<file path="src/rtl/crc_frame_pkg.sv">
// rtl/crc_frame_pkg.sv - shared state type, default widths and counter sizing for the CRC frame driver
package crc_frame_pkg;

    typedef enum logic [1:0] {IDLE, SHIFT, COLLECT} state_t;

    localparam int DATA_W = 8;
    localparam int CRC_W  = 8;

    // One counter width covers the bit counter, the CRC bit index and the timeout counter
    function automatic int cnt_width(input int data_width, input int crc_width, input int timeout);
        int m;
        m = data_width;
        if (crc_width > m) m = crc_width;
        if (timeout > m) m = timeout;
        return $clog2(m + 1);
    endfunction

endpackage

</file>
<file path="src/rtl/crc_frame_driver_if.sv">
// rtl/crc_frame_driver_if.sv - byte handshake and CRC engine signals of the CRC frame driver
interface crc_frame_driver_if
    import crc_frame_pkg::*;
#(
    parameter int DATA_WIDTH = DATA_W,
    parameter int CRC_WIDTH  = CRC_W
);
    logic [DATA_WIDTH-1:0] DATA_IN;
    logic                  IN_VALID;
    logic                  IN_READY;
    logic                  ACTIVE;
    logic                  SER_DATA;
    logic                  CRC_BIT;
    logic                  CRC_VALID;
    logic [CRC_WIDTH-1:0]  CRC_OUT;
    logic                  OUT_VALID;
    logic                  ERR;

    modport slave (
        input  DATA_IN, IN_VALID, CRC_BIT, CRC_VALID,
        output IN_READY, ACTIVE, SER_DATA, CRC_OUT, OUT_VALID, ERR
    );

    modport master (
        output DATA_IN, IN_VALID, CRC_BIT, CRC_VALID,
        input  IN_READY, ACTIVE, SER_DATA, CRC_OUT, OUT_VALID, ERR
    );
endinterface

</file>
<file path="src/rtl/crc_bit_collector.sv">
// rtl/crc_bit_collector.sv - serial-to-parallel capture of CRC bits, first received bit lands in the LSB
module crc_bit_collector
    import crc_frame_pkg::*;
#(
    parameter int CRC_WIDTH = CRC_W
) (
    input  logic                 clk,
    input  logic                 rst,
    input  logic                 clear,
    input  logic                 en,
    input  logic                 bit_in,
    output logic [CRC_WIDTH-1:0] data,
    output logic                 done
);
    localparam int KW = $clog2(CRC_WIDTH + 1);
    localparam logic [KW-1:0] LAST_K = KW'(CRC_WIDTH - 1);

    logic [KW-1:0] k;

    // Shifting in from the top leaves the first bit at data[0] once all bits arrived
    always_ff @(posedge clk) begin
        if (rst || clear) begin
            k    <= '0;
            done <= 1'b0;
            data <= '0;
        end else if (en && !done) begin
            data <= {bit_in, data[CRC_WIDTH-1:1]};
            k    <= k + 1'b1;
            if (k == LAST_K) done <= 1'b1;
        end
    end

endmodule

</file>
<file path="src/rtl/crc_frame_driver.sv">
// rtl/crc_frame_driver.sv - serializes a byte into CRC_REG and collects its serial CRC as one parallel byte
module crc_frame_driver
    import crc_frame_pkg::*;
#(
    parameter int DATA_WIDTH = DATA_W,
    parameter int CRC_WIDTH  = CRC_W,
    parameter int TIMEOUT    = 16
) (
    input logic              CLK,
    input logic              RST,
    crc_frame_driver_if.slave bus
);
    localparam int CW = cnt_width(DATA_WIDTH, CRC_WIDTH, TIMEOUT);
    localparam logic [CW-1:0] LAST_BIT  = CW'(DATA_WIDTH - 1);
    localparam logic [CW-1:0] LAST_IDLE = CW'(TIMEOUT - 1);

    state_t                state, state_n;
    logic [DATA_WIDTH-1:0] shreg, shreg_n;
    logic [CW-1:0]         bit_cnt, bit_cnt_n;
    logic [CW-1:0]         tcnt, tcnt_n;
    logic                  in_ready, in_ready_n;
    logic                  active, active_n;
    logic                  out_valid, out_valid_n;
    logic                  err, err_n;
    logic [CRC_WIDTH-1:0]  crc_out, crc_out_n;

    logic [CRC_WIDTH-1:0]  capture;
    logic                  cap_done;
    logic                  cap_en;
    logic                  cap_clear;

    assign cap_en    = (state == COLLECT) && bus.CRC_VALID;
    assign cap_clear = (state != COLLECT);

    crc_bit_collector #(.CRC_WIDTH(CRC_WIDTH)) u_collector (
        .clk    (CLK),
        .rst    (RST),
        .clear  (cap_clear),
        .en     (cap_en),
        .bit_in (bus.CRC_BIT),
        .data   (capture),
        .done   (cap_done)
    );

    always_ff @(posedge CLK) begin
        if (RST) begin
            state     <= IDLE;
            shreg     <= '0;
            bit_cnt   <= '0;
            tcnt      <= '0;
            in_ready  <= 1'b0;
            active    <= 1'b0;
            out_valid <= 1'b0;
            err       <= 1'b0;
            crc_out   <= '0;
        end else begin
            state     <= state_n;
            shreg     <= shreg_n;
            bit_cnt   <= bit_cnt_n;
            tcnt      <= tcnt_n;
            in_ready  <= in_ready_n;
            active    <= active_n;
            out_valid <= out_valid_n;
            err       <= err_n;
            crc_out   <= crc_out_n;
        end
    end

    // The shift register empties to zero after the last bit, so SER_DATA is low whenever ACTIVE is
    always_comb begin
        state_n     = state;
        shreg_n     = shreg;
        bit_cnt_n   = bit_cnt;
        tcnt_n      = tcnt;
        active_n    = active;
        crc_out_n   = crc_out;
        out_valid_n = 1'b0;
        err_n       = 1'b0;
        case (state)
            IDLE: begin
                if (bus.IN_VALID && in_ready) begin
                    shreg_n   = bus.DATA_IN;
                    bit_cnt_n = '0;
                    active_n  = 1'b1;
                    state_n   = SHIFT;
                end
            end
            SHIFT: begin
                shreg_n   = shreg >> 1;
                bit_cnt_n = bit_cnt + 1'b1;
                if (bit_cnt == LAST_BIT) begin
                    active_n = 1'b0;
                    tcnt_n   = '0;
                    state_n  = COLLECT;
                end
            end
            COLLECT: begin
                if (cap_done) begin
                    crc_out_n   = capture;
                    out_valid_n = 1'b1;
                    state_n     = IDLE;
                end else if (bus.CRC_VALID) begin
                    tcnt_n = '0;
                end else if (tcnt == LAST_IDLE) begin
                    err_n   = 1'b1;
                    state_n = IDLE;
                end else begin
                    tcnt_n = tcnt + 1'b1;
                end
            end
            default: state_n = IDLE;
        endcase
        in_ready_n = (state_n == IDLE);
    end

    assign bus.IN_READY  = in_ready;
    assign bus.ACTIVE    = active;
    assign bus.SER_DATA  = shreg[0];
    assign bus.OUT_VALID = out_valid;
    assign bus.ERR       = err;
    assign bus.CRC_OUT   = crc_out;

endmodule

</file>
<file path="src/flat_wrapper.sv">
// flat-port wrapper written by rule: the top's interface ports become plain ports
module crc_frame_driver_flat import crc_frame_pkg::*;
#(
    parameter int DATA_WIDTH = DATA_W,
    parameter int CRC_WIDTH  = CRC_W,
    parameter int TIMEOUT    = 16
)
  (CLK, RST, bus_DATA_IN, bus_IN_VALID, bus_CRC_BIT, bus_CRC_VALID, bus_IN_READY, bus_ACTIVE, bus_SER_DATA, bus_CRC_OUT, bus_OUT_VALID, bus_ERR);
  crc_frame_driver_if #(.DATA_WIDTH(DATA_WIDTH), .CRC_WIDTH(CRC_WIDTH)) bus_i ();
  input logic CLK;
  input logic RST;
  input wire logic [$bits(bus_i.DATA_IN)-1:0] bus_DATA_IN;
  input wire logic [$bits(bus_i.IN_VALID)-1:0] bus_IN_VALID;
  input wire logic [$bits(bus_i.CRC_BIT)-1:0] bus_CRC_BIT;
  input wire logic [$bits(bus_i.CRC_VALID)-1:0] bus_CRC_VALID;
  output wire logic [$bits(bus_i.IN_READY)-1:0] bus_IN_READY;
  output wire logic [$bits(bus_i.ACTIVE)-1:0] bus_ACTIVE;
  output wire logic [$bits(bus_i.SER_DATA)-1:0] bus_SER_DATA;
  output wire logic [$bits(bus_i.CRC_OUT)-1:0] bus_CRC_OUT;
  output wire logic [$bits(bus_i.OUT_VALID)-1:0] bus_OUT_VALID;
  output wire logic [$bits(bus_i.ERR)-1:0] bus_ERR;
  assign bus_i.DATA_IN = bus_DATA_IN;
  assign bus_i.IN_VALID = bus_IN_VALID;
  assign bus_i.CRC_BIT = bus_CRC_BIT;
  assign bus_i.CRC_VALID = bus_CRC_VALID;
  assign bus_IN_READY = bus_i.IN_READY;
  assign bus_ACTIVE = bus_i.ACTIVE;
  assign bus_SER_DATA = bus_i.SER_DATA;
  assign bus_CRC_OUT = bus_i.CRC_OUT;
  assign bus_OUT_VALID = bus_i.OUT_VALID;
  assign bus_ERR = bus_i.ERR;
  crc_frame_driver #(.DATA_WIDTH(DATA_WIDTH), .CRC_WIDTH(CRC_WIDTH), .TIMEOUT(TIMEOUT)) u_core (.CLK(CLK), .RST(RST), .bus(bus_i));
endmodule
</file>
<file path="config.mk">
export PLATFORM = sky130hd
export DESIGN_NAME = crc_frame_driver_flat
export DESIGN_NICKNAME = d
export VERILOG_FILES = /design/src/rtl/crc_frame_pkg.sv /design/src/rtl/crc_frame_driver_if.sv /design/src/rtl/crc_bit_collector.sv /design/src/rtl/crc_frame_driver.sv /design/src/flat_wrapper.sv
export SDC_FILE = /design/constraint.sdc
export NUM_CORES = 1
export LEC_CHECK = 0
export CAP_MARGIN = 20
export CORE_MARGIN = 2
export CORE_UTILIZATION = 45
export DETAILED_ROUTE_END_ITERATION = 16
export MAX_ROUTING_LAYER = met4
export PLACE_DENSITY = 0.68
export SYNTH_ARGS = -nofsm -noshare
export SYNTH_HDL_FRONTEND = slang
export SYNTH_SLANG_ARGS = --single-unit
</file>
<file path="constraint.sdc">
create_clock -name CLK -period 2.1 [get_ports CLK]
set_input_delay 0.315 -clock CLK [delete_from_list [all_inputs] [get_ports CLK]]
set_output_delay 0.315 -clock CLK [all_outputs]
set_load 0.01 [all_outputs]
</file>
==> results of run 1 <==
state kept, by name (all words and copies together), names as in the netlist, 2 cells and up:
| name | flops |
|---|---|
| u_core.u_collector.data | 8 |
| u_core.bit_cnt | 5 |
| u_core.tcnt | 5 |
| u_core.bus.CRC_OUT | 8 |
| u_core.state | 2 |
| u_core.u_collector.k | 4 |
| u_core.shreg | 8 |
synthesized netlist by cell type, types with 2 or more instances:
library cell   n
dfxtp_1       45
nand2_1       29
a21oi_1       17
nor2_1        16
mux2i_1        9
inv_1          7
o21ai_0        7
buf_2          6
o221a_2        5
clkbuf_1       4
ha_1           4
nand3b_1       4
o21a_1         4
a211oi_1       3
and2_1         3
nand3_1        3
nand4bb_1      3
o211ai_1       3
or3_1          3
a31oi_1        2
a32oi_1        2
and3_1         2
and3b_1        2
and4bb_2       2
nand4b_1       2
nor3_1         2
metal layers:
| layer | track usage, % | up-vias | wire length [um] |
|---|---|---|---|
| li1 | - | 790 | - |
| met1 | 21.9 | 703 | 1950 |
| met2 | 27.0 | 27 | 1750 |
| met3 | 4.22 | 4 | 158 |
| met4 | 5.13 | 0 | 35 |
| met5 | - | - | 0 |
per-stage QoR:
stage / power, mW / cells
CTS: 1.79 / 285
floorplan: 0.978 / 207
global placement: 1.04 / 277
global route: 1.84 / 285
detailed placement: 1.04 / 277
finish: 1.78 / 285
power by group through the flow:
stage	sequential (mW)	combinational [mW]	clock, mW
2_1_floorplan	0.909	0.0690	0
3_3_place_gp	0.913	0.127	0
3_5_place_dp	0.912	0.127	0
4_1_cts	0.892	0.128	0.774
5_1_grt	0.895	0.140	0.808
6_report	0.892	0.127	0.757
cell type report:
cell class / instances / area [um2] / area share (%)
sequential: 45 / 901 / 37.8
clock buffer: 5 / 68.8 / 2.89
timing repair buffer: 32 / 303 / 12.7
clock inverter: 3 / 65.1 / 2.73
inverter: 7 / 26.3 / 1.10
multi-input combinational: 143 / 956 / 40.1
tap: 50 / 62.6 / 2.63
critical path, cell delays in order (launching register included):
cell and delay [ps]:
dfxtp_1 340, ha_1 220, and3_1 190, ha_1 210
nor2b_1 160, o22ai_4 270, mux2_4 330
kinds of logic after synthesis:
| family | Yosys count |
|---|---|
| DFF | 45 |
| AOI/OAI and AO/OA | 49 |
| muxes | 10 |
| and+or+nand+nor | 79 |
| buffers and inverters | 19 |
| xor gates and xnor gates | 1 |
| adders and majority gates | 4 |
final timing paths:
path / startpoint / end / slack [ps] / cells after the start
setup / recovery: u_core.tcnt[0]$_SDFFE_PP0P_ / u_core.tcnt[4]$_SDFFE_PP0P_ / 270 / 6
hold / removal: u_core.u_collector.data[0]$_SDFFE_PP0P_ / u_core.u_collector.data[0]$_SDFFE_PP0P_ / 460 / 2
setup reg to reg: u_core.tcnt[0]$_SDFFE_PP0P_ / u_core.tcnt[4]$_SDFFE_PP0P_ / 270 / 6
hold reg to reg: u_core.u_collector.data[0]$_SDFFE_PP0P_ / u_core.u_collector.data[0]$_SDFFE_PP0P_ / 460 / 2
==> run metrics, run 1 <==
Layout Skew=5.68 ps; cts bufs inserted=5; Yosys reg bits=45; initial drt markers=90; Post-Synth Adder-Cell Area=2.58%; Simple-Gate Fraction of Synth Area=23.1%; wire per inst=13.6 um; cell taking the most area after synthesis=dfxtp_1; Setup violations, final=0; xor/xnor share of the synthesized area=0.451%; remaining antenna violation count=0; commonest non-fill, non-tap cells in the layout=dfxtp_1 (45), nand2_1 (29), clkdlybuf4s50_1 (25); top_reg_cell synth=dfxtp_1; worst setup path class=reg2reg; combinational share of power=under 10%; GR Util All Layers=17.2%; Reg power frac=50.2%; Leak=0.859 nW; Synthesized Nets=224; first-pass GRT wire length=approximately 6600 um; final-report max-slew violation count=0; die height=69.7 um; post-DP HPWL=2560 um; mapped cell area=between 1500 and 2000 um2; YS warnings=0; Gate Count Post-Synth=about 210; vias in the first global route=1,414; share of the synthesized area in the top cell type=between 40% and 50%; fin worst setup slack=274 ps; filler instances=between 300 and 400; Tightest Pin Transition=582 ps; register area share after synthesis=46.4%; Die X=69.7 um; antenna violations before repair=0; Clock Latency Late Sink=approximately 290 ps; net switching share of the total power=20.3%; antenna cell count=0; Remaining Overflow, GRT=0; post_cts resized=0; worst-path maximum fanout=7; commonest non-fill, non-tap cell in the layout=dfxtp_1; Post-synth ARST share=0%; CTS tree=yes; WP data required=2290 ps; Hold Vio Cnt, Final=0; internal power=between 1 and 1.5 mW; peak supply drop=0.000580 V; H-tree Lvls=2; Final period util=~87%; placer congestion estimate=0.733; number of vias per cell=5.35; Sw Pwr=approximately 0.36 mW; TNS Setup=0 ps; status=finished clean; Boundary Pins=26; Area Growth Syn to Fin=22.6%; DR vias=1,524; setup bufs post-CTS=0; largest net degree at the start of global routing=17; CTS max path bufs=2; Min Hold Slack=457 ps; core box area=between 4000 and 5000 um2; maximum clock frequency=548 MHz; Die ar.=4860 um2; clock power share=42.6%; Crit path arrival time=2010 ps; max-cap viol count=0; Startpoint Class=flop; unrepaired setup endpoints after global routing=no; fraction of layout instances using a drive strength above 1=approximately 11%; CTS root buf=clkbuf_8; number of synthesized flops with an enable pin=0; Util after Layout=58.3%; largest family of logic cells by synthesized area=simple AND/OR/NAND/NOR gates; Rel. slew slack=61.1%; HP Class=reg2reg; DR pass1 iterations=4; clk slew on worst S/H paths=80 ps; Nets=251; syn avg cell area=9.39 um2; input/output buffers=25; synth top area cells=dfxtp_1 (46%), nand2_1 (5.6%), mux2i_1 (4.6%), a21oi_1 (4.4%), nor2_1 (3.1%); Post-Place Cell Area=2250 um2; fin area=2380 um2; Critical Path End Type=flop; post-synthesis cell type count=44; Initial Util=about 48%; compound-cell area share of the yosys netlist=between 15 and 20%; pwr/cell area=746 nW/um2; mux contribution to synthesized area=5.41%; Period minus WS final=about 1800 ps; pre-CTS setup slack=295 ps; hold_buf cts=0; Residual DRC=0; Post-Route WL=3890 um; number of cell rows=23; Num Clock Sinks=45
Power figures use the tool's default switching activity.
==> inputs of run 2 (changes only) <==
==> constraint.sdc (replaced) <==
create_clock -name CLK -period 1.75 [get_ports CLK]
set_input_delay 0.2625 -clock CLK [delete_from_list [all_inputs] [get_ports CLK]]
set_output_delay 0.2625 -clock CLK [all_outputs]
set_load 0.01 [all_outputs]
==> run 2 against run 1 <==
Net effect: combinational power is 30% higher; largest cell class unchanged; hold slack improved by 7.2 ps; die area is the same; clock power shrank 11%; critical path type unchanged; largest power group unchanged; highest routed layer unchanged; cell count rose by 1.8%; register-to-register slack worse by 190 ps; utilization did not move; flip-flop and latch count is the same.
==> run metrics, run 2 (synthesis gave the netlist of run 1 again) <==
Die X=69.7 um (unchanged); first-pass GRT wire length=6780 um (+3.1%); worst-path maximum fanout=3 (-4); antenna violations before repair=0 (unchanged); TNS Setup=0 ps (unchanged); initial drt markers=56 (-38%); Boundary Pins=26 (unchanged); commonest non-fill, non-tap cell in the layout=dfxtp_1; DR vias=1,574 (+3.3%); Startpoint Class=flop; setup bufs post-CTS=0 (unchanged); Setup violations, final=0 (unchanged); status=finished clean; Worst Hold End=u_core.u_collector.data[0]$_SDFFE_PP0P_; Min Hold Slack=464 ps (+7.17 ps); Num Clock Sinks=45 (unchanged); Hold Vio Cnt, Final=0 (unchanged); clk slew on worst S/H paths=90 ps (about the same); fin area=2380 um2 (unchanged); fin worst setup slack=78.7 ps (-195 ps); final-report max-slew violation count=0 (unchanged); worst setup path class=reg2reg; Layout Skew=6.12 ps (+0.444 ps); cts bufs inserted=5 (unchanged); Die ar.=4860 um2 (unchanged); Nets=256 (+2.0%); vias in the first global route=1,451 (+2.6%); Post-Route WL=3850 um (-0.95%); Post-Place Cell Area=2290 um2 (+1.7%); Rel. slew slack=63.5% (+2.4 points); peak supply drop=0.000558 V (-3.8%); RR Startpoint=u_core.tcnt[0]$_SDFFE_PP0P_; Residual DRC=0 (unchanged); HP Class=reg2reg; wire per inst=13.3 um (-2.7%); H-tree Lvls=2 (unchanged); Tot Pwr=1.91 mW (+7.4%); antenna cell count=0 (unchanged); fraction of layout instances using a drive strength above 1=13.3% (+2.3 points); die height=69.7 um (unchanged); largest net degree at the start of global routing=20 (+3); maximum clock frequency=598 MHz (+9.3%); hold_buf cts=0 (unchanged); number of cell rows=23 (unchanged); placer congestion estimate=0.778 (+6.2%); core box area=4090 um2 (unchanged); Initial Util=47.6% (unchanged); Leak=0.861 nW (+0.19%); pre-CTS setup slack=90.3 ps (-205 ps); Period minus WS final=1670 ps (-155 ps); worst reg2reg endpoint=u_core.tcnt[4]$_SDFFE_PP0P_; CTS max path bufs=2 (unchanged); WP data required=1950 ps (-340 ps); unrepaired setup endpoints after global routing=no; Placed Instances=282 (+1.8%); commonest non-fill, non-tap cells in the layout=dfxtp_1 (45), nand2_1 (29), clkdlybuf4s50_1 (25); Area Growth Syn to Fin=22.6% (unchanged); R2R depth=6 (unchanged); hold_sp=u_core.u_collector.data[0]$_SDFFE_PP0P_; Util after Layout=58.3% (unchanged); CTS tree=yes; input/output buffers=25 (unchanged); max-cap viol count=0 (unchanged); CTS root buf=clkbuf_8; post-DP HPWL=2670 um (+4.4%); number of vias per cell=5.43 (+1.5%); DR pass1 iterations=4 (unchanged); Tightest Pin Transition=546 ps (-36.0 ps); Clock Latency Late Sink=300 ps (about the same); Crit path arrival time=1870 ps (-140 ps); Non-Filler Instances=290 (+1.8%); remaining antenna violation count=0 (unchanged); GR Util All Layers=17.7% (+0.59 points); Critical Path End Type=flop; Remaining Overflow, GRT=0 (unchanged); Worst Hold Path Cells=2 (unchanged); r2r setup slk=80 ps (-190 ps); Final period util=95.5% (+8.5 points); pwr/cell area=801 nW/um2 (+7.4%)
==> run 2: critical path, cell delays in order, from the launching register on <==
cell	delay [ps]
dfxtp_1	330
ha_1	220
and3_1	200
ha_1	200
nor2b_2	170
o22ai_4	140
mux2_4	310
==> run 2: cell type report <==
class / count / area [um2]
Clock buffer: 5 / 68.8
Clock inverter: 3 / 25.0
Fill cell: 382 / 1700
Inverter: 7 / 26.3
Multi-Input combinational cell: 143 / 958
Sequential cell: 45 / 901
Tap cell: 50 / 62.6
Timing Repair Buffer: 37 / 340
==> run 2: routing by layer <==
metal	vias up	global-route usage (%)	wire, um
li1	803	-	-
met5	-	-	0
met4	0	5.13	21
met3	2	5.52	147
met1	748	22.5	1950
met2	21	27.5	1730
==> run 2: worst max path at each step <==
stage / cells after the start / slack (ps) / from / endpoint
floorplan: 6 / 110 / u_core.tcnt[0]$_SDFFE_PP0P_ / u_core.tcnt[4]$_SDFFE_PP0P_
global placement: 7 / 120 / u_core.tcnt[1]$_SDFFE_PP0P_ / u_core.tcnt[0]$_SDFFE_PP0P_
detailed placement: 7 / 90 / u_core.tcnt[1]$_SDFFE_PP0P_ / u_core.tcnt[0]$_SDFFE_PP0P_
CTS: 7 / 70 / u_core.tcnt[1]$_SDFFE_PP0P_ / u_core.tcnt[0]$_SDFFE_PP0P_
global route: 7 / 0.2 / u_core.tcnt[0]$_SDFFE_PP0P_ / u_core.tcnt[1]$_SDFFE_PP0P_
finish: 6 / 80 / u_core.tcnt[0]$_SDFFE_PP0P_ / u_core.tcnt[4]$_SDFFE_PP0P_
==> run 2: timing repair <==
item / 4_1_cts / 5_1_grt
resized for setup: 0 / 1
setup endpoints to repair: 0 / 5
endpoints found under the hold margin: 0 / 0
==> run 2: where the power goes <==
| group | leakage (nW) | switching, mW | total [mW] | internal [mW] |
|---|---|---|---|---|
| clock | 0.0452 | 0.382 | 0.673 | 0.291 |
| combinational | 0.451 | 0.0722 | 0.165 | 0.0925 |
| sequential | 0.365 | 0.0201 | 1.07 | 1.05 |
